$ cat config.mk
export PLATFORM = sky130hd
export DESIGN_NAME = plic_target
export DESIGN_NICKNAME = d
export VERILOG_FILES = /design/src/rtl/plic_target.sv
export SDC_FILE = /design/constraint.sdc
export NUM_CORES = 1
export LEC_CHECK = 0
export BUFFER_PORTS_ARGS = -buffer_cell sky130_fd_sc_hd__buf_2
export CAP_MARGIN = 25
export CORE_ASPECT_RATIO = 0.9
export CORE_UTILIZATION = 30
export CTS_CLUSTER_DIAMETER = 40
export DETAILED_ROUTE_END_ITERATION = 12
export PLACE_DENSITY = 0.62
export SLEW_MARGIN = 40
export SYNTH_ARGS = -nofsm -noshare
export SYNTH_HDL_FRONTEND = slang
export SYNTH_SLANG_ARGS = --single-unit
$ cat constraint.sdc
create_clock -name clk -period 1.8 [get_ports clk]
set_input_delay 0.18 -clock clk [delete_from_list [all_inputs] [get_ports clk]]
set_output_delay 0.18 -clock clk [all_outputs]
set_load 0.005 [all_outputs]
$ cat src/rtl/plic_target.sv
// Hart-side interrupt target: priority threshold gating of meip plus a
// two-register bus slave for threshold and claim/complete.
module plic_target #(
   parameter int PORTS          = 4,
   parameter int ID_WIDTH       = $clog2(PORTS),
   parameter int PRIORITY_WIDTH = $clog2(PORTS + 1)
) (
   input  logic                      clk,
   input  logic                      rst,
   input  logic                      in_int_pending,
   input  logic [ID_WIDTH-1:0]       in_int_id,
   input  logic [PRIORITY_WIDTH-1:0] in_int_priority,
   output logic [PORTS-1:0]          out_int_claim,
   output logic                      meip,
   input  logic                      req_valid,
   input  logic                      req_we,
   input  logic                      req_addr,
   input  logic [31:0]               req_wdata,
   output logic                      resp_valid,
   output logic [31:0]               resp_rdata
);

   typedef enum logic {
      IDLE    = 1'b0,
      SERVICE = 1'b1
   } state_t;

   state_t                    state_q, state_d;
   logic [PRIORITY_WIDTH-1:0] threshold_q, threshold_d;
   logic [ID_WIDTH-1:0]       svc_id_q, svc_id_d;
   logic                      meip_q, meip_d;
   logic [PORTS-1:0]          claim_q, claim_d;
   logic                      resp_valid_q, resp_valid_d;
   logic [31:0]               resp_rdata_q, resp_rdata_d;

   always_comb begin
      state_d      = state_q;
      threshold_d  = threshold_q;
      svc_id_d     = svc_id_q;
      claim_d      = '0;
      resp_valid_d = req_valid;
      resp_rdata_d = '0;

      if (req_valid) begin
         if (!req_addr) begin
            if (req_we) threshold_d = req_wdata[PRIORITY_WIDTH-1:0];
            else        resp_rdata_d = 32'(threshold_q);
         end else if (!req_we) begin
            // Claim is gated on the registered meip so software only wins what it was told about.
            if (state_q == IDLE && meip_q) begin
               state_d      = SERVICE;
               svc_id_d     = in_int_id;
               resp_rdata_d = 32'(in_int_id) + 32'd1;
               for (int unsigned i = 0; i < PORTS; i++)
                  claim_d[i] = (in_int_id == ID_WIDTH'(i));
            end
         end else if (state_q == SERVICE && req_wdata == 32'(svc_id_q) + 32'd1) begin
            state_d = IDLE;
         end
      end

      meip_d = (state_d == IDLE) && in_int_pending && (in_int_priority > threshold_q);
   end

   always_ff @(posedge clk) begin
      if (rst) begin
         state_q      <= IDLE;
         threshold_q  <= '0;
         svc_id_q     <= '0;
         meip_q       <= 1'b0;
         claim_q      <= '0;
         resp_valid_q <= 1'b0;
         resp_rdata_q <= '0;
      end else begin
         state_q      <= state_d;
         threshold_q  <= threshold_d;
         svc_id_q     <= svc_id_d;
         meip_q       <= meip_d;
         claim_q      <= claim_d;
         resp_valid_q <= resp_valid_d;
         resp_rdata_q <= resp_rdata_d;
      end
   end

   assign meip          = meip_q;
   assign out_int_claim = claim_q;
   assign resp_valid    = resp_valid_q;
   assign resp_rdata    = resp_rdata_q;

endmodule

==> results_dict.tcl <==
set metrics [dict create \
    status "complete, no violations" \
    synth_top_area_share_pct 31.0 \
    ys_seq_area_share_pct 31.0 \
    synthMuxAreaShare_pct 5.17 \
    worst_path_max_delay_cell "dfxtp_1" \
    remaining_drc_errors 0 \
    synth_top_family_by_area "buffers and inverters" \
    postCtsHoldBufs 0 \
    clk_pin_slew_ns 0.09 \
    num_vias 823 \
    syn_avg_cell_area_um2 9.22 \
    synth_most_common_cell "buf_4" \
    die_x_um 61.9 \
    wirelength_um 1930 \
    critPathTopFamily "compound AO/OA/AOI/OAI gates" \
    synth-compound-area-share_pct 6.98 \
    end_kind "register" \
    cts_tree "built" \
    clk_latency_ns 0.28 \
    num_rows 19 \
    cp.required_ns 2.03 \
    regArea_um2 300 \
    cts_buffer_depth 2 \
    layout-drive-gt1-share_pct 36.5 \
    nFillCells 303 \
    fmax_ghz 0.660 \
    hpwlAfterDp_um 1710 \
    yosys-top-cells-area "dfxtp_1, buf_4, ha_1" \
    synthAdderAreaFrac_pct 10.3 \
    synth_edf_count 0 \
    grt_overflow 0 \
    grt_max_degree 11 \
    p_leak_nw 0.636 \
    setup_violations 0 \
    synth_area_um2 968 \
    syn_to_final_growth_pct 23.4 \
    post-route-min-period_ns 1.52 \
    postCtsSetupBuffers 0 \
    grt_antenna_before_repair 0 \
    antenna_cells 0 \
    synth-async-reset-ratio_pct 0 \
    gp_congestion 0.829 \
    ir_drop_mv 0.308 \
    relSlewSlack_pct 61.9 \
    critPathBufInv 0 \
    ant_nets 0 \
    initial_core_util_pct 31.6 \
    clockRootBuffer "clkbuf_4" \
    clock_sinks 15 \
    critPathArrivalTime_ns 1.75 \
    critPathKind "reg2reg" \
    pin_count 81 \
    cts_buffers 3 \
    crit_fanout 3 \
    setup_tns_ns 0 \
    drv_cap 0 \
    instances_no_fill 201 \
    skew_ns 0.00558 \
    cp-start-kind "register" \
    timing.final.crit_share_pct 84.2 \
    worstMarginPinSlew_ns 0.563 \
    cts_htree_levels 1 \
    cts_resized 0 \
    fp.dieArea_um2 3460 \
    synthXorXnorAreaFrac_pct 2.71 \
    p_per_area_nw_per_um2 539 \
    synth_top_cell_by_area "dfxtp_1" \
    hp-class "in2reg" \
    core_area_um2 3070 \
    placed_cells 197 \
    synthSimpleGateAreaFrac_pct 18.2 \
    synth_seq_cells 15 \
    drt-initial-drc-count 11 \
    crit_chain "ha_1 -> xnor2_1 -> o2111ai_1 -> nor4_2 -> o221a_1" \
    syn_inst 105 \
    grt_pass1_wl_um 3190 \
    synthTopCellsByCount "buf_4, dfxtp_1, ha_1" \
    first_pass_iters 4 \
    vias_per_cell 4.09 \
    wl_per_cell_um 9.62 \
    rsz0062_at_grt "no" \
    die_height_um 55.9 \
    synth_ff_type "dfxtp_1" \
    final_max_slew_viol_count 0 \
    slowest_delay_ns 0.34 \
    grtUsageTotal_pct 12.3 \
    yosys_warnings 0 \
    ys_types 27 \
    port_buffers 51 \
    grt_pass1_vias 769 \
    multi_input_area_um2 529 \
    hold_viol_final 0 \
    fin_nets 211 \
]
==> power breakdown <==
part | internal [mW] | switching, mW | total (mW)
Combinational | 0.0555 | 0.0566 | 0.112
Clock | 0.0826 | 0.108 | 0.190
Sequential | 0.338 | 0.00378 | 0.342
Total | 0.476 | 0.168 | 0.644
==> layer usage <==
| layer | up-vias | wire [µm] | GRT usage [%] |
|---|---|---|---|
| met2 | 46 | 968 | 21.5 |
| met5 | - | 0 | 0 |
| li1 | 409 | - | - |
| met1 | 366 | 753 | 13.5 |
| met3 | 2 | 203 | 5.58 |
| met4 | 0 | 8 | 1.90 |
==> stage by stage <==
stage / total power [mW] / setup WS [ns] / cell area (µm²) / utilization [%] / hold WS (ns)
detailed placement: 0.462 / 0.0661 / 1170 / 38.1 / 0.457
global route: 0.682 / 0.139 / 1190 / 39.0 / 0.170
global placement: 0.458 / 0.0841 / 1170 / 38.1 / 0.437
finish: 0.644 / 0.285 / 1190 / 39.0 / 0.157
floorplan: 0.445 / 0.211 / 1070 / - / 0.308
CTS: 0.649 / 0.268 / 1190 / 39.0 / 0.162
==> cell type report <==
type                    instances  share of cell area [%]
multi-input cells              82                    44.3
flip-flops and latches         15                    25.1
repair buffers                 52                    22.0
well taps                      42                    4.40
clock buffers                   3                    1.88
inverters                       6                    1.88
clock inverters                 1                   0.419
==> placed cells by master (no fill, tap or decap), types with 2 or more instances in the layout <==
master	n
nor3_1	2
xnor2_1	2
conb_1	29
ha_1	8
or4_1	2
nor4_1	5
buf_2	51
mux2i_1	5
dfxtp_1	15
nor2b_1	3
nor4b_1	2
clkbuf_4	3
inv_1	6
and2_1	4
a22o_1	3
nor2_1	6
==> worst paths after layout <==
path / to / slack [ns] / cells past startpoint / from
hold reg to reg: resp_rdata[2]$_SDFF_PP0_ / 0.52 / 1 / threshold_q[2]$_SDFFE_PP0P_
setup / recovery: meip$_SDFF_PP0_ / 0.28 / 5 / svc_id_q[0]$_SDFFE_PP0P_
hold / removal: resp_valid$_SDFF_PP0_ / 0.16 / 2 / req_valid
setup reg to reg: meip$_SDFF_PP0_ / 0.28 / 5 / svc_id_q[0]$_SDFFE_PP0P_
==> cell families (layout without fill, tap and decap cells) <==
family          Yosys count  in the layout
compound gates            8              8
xor+xnor                  3              3
fa+ha+maj                 8              8
buf+inv                  36             62
flops                    15             15
mux                       5              5
other cells               1             29
simple gates             29             29
==> state kept, by name, indices dropped and copies added, names as in the netlist <==
| name | cells |
|---|---|
| meip | 1 |
| resp_valid | 1 |
| resp_rdata | 3 |
| state_q | 1 |
| svc_id_q | 2 |
| threshold_q | 3 |
| out_int_claim | 4 |
Power figures use the tool's default switching activity.
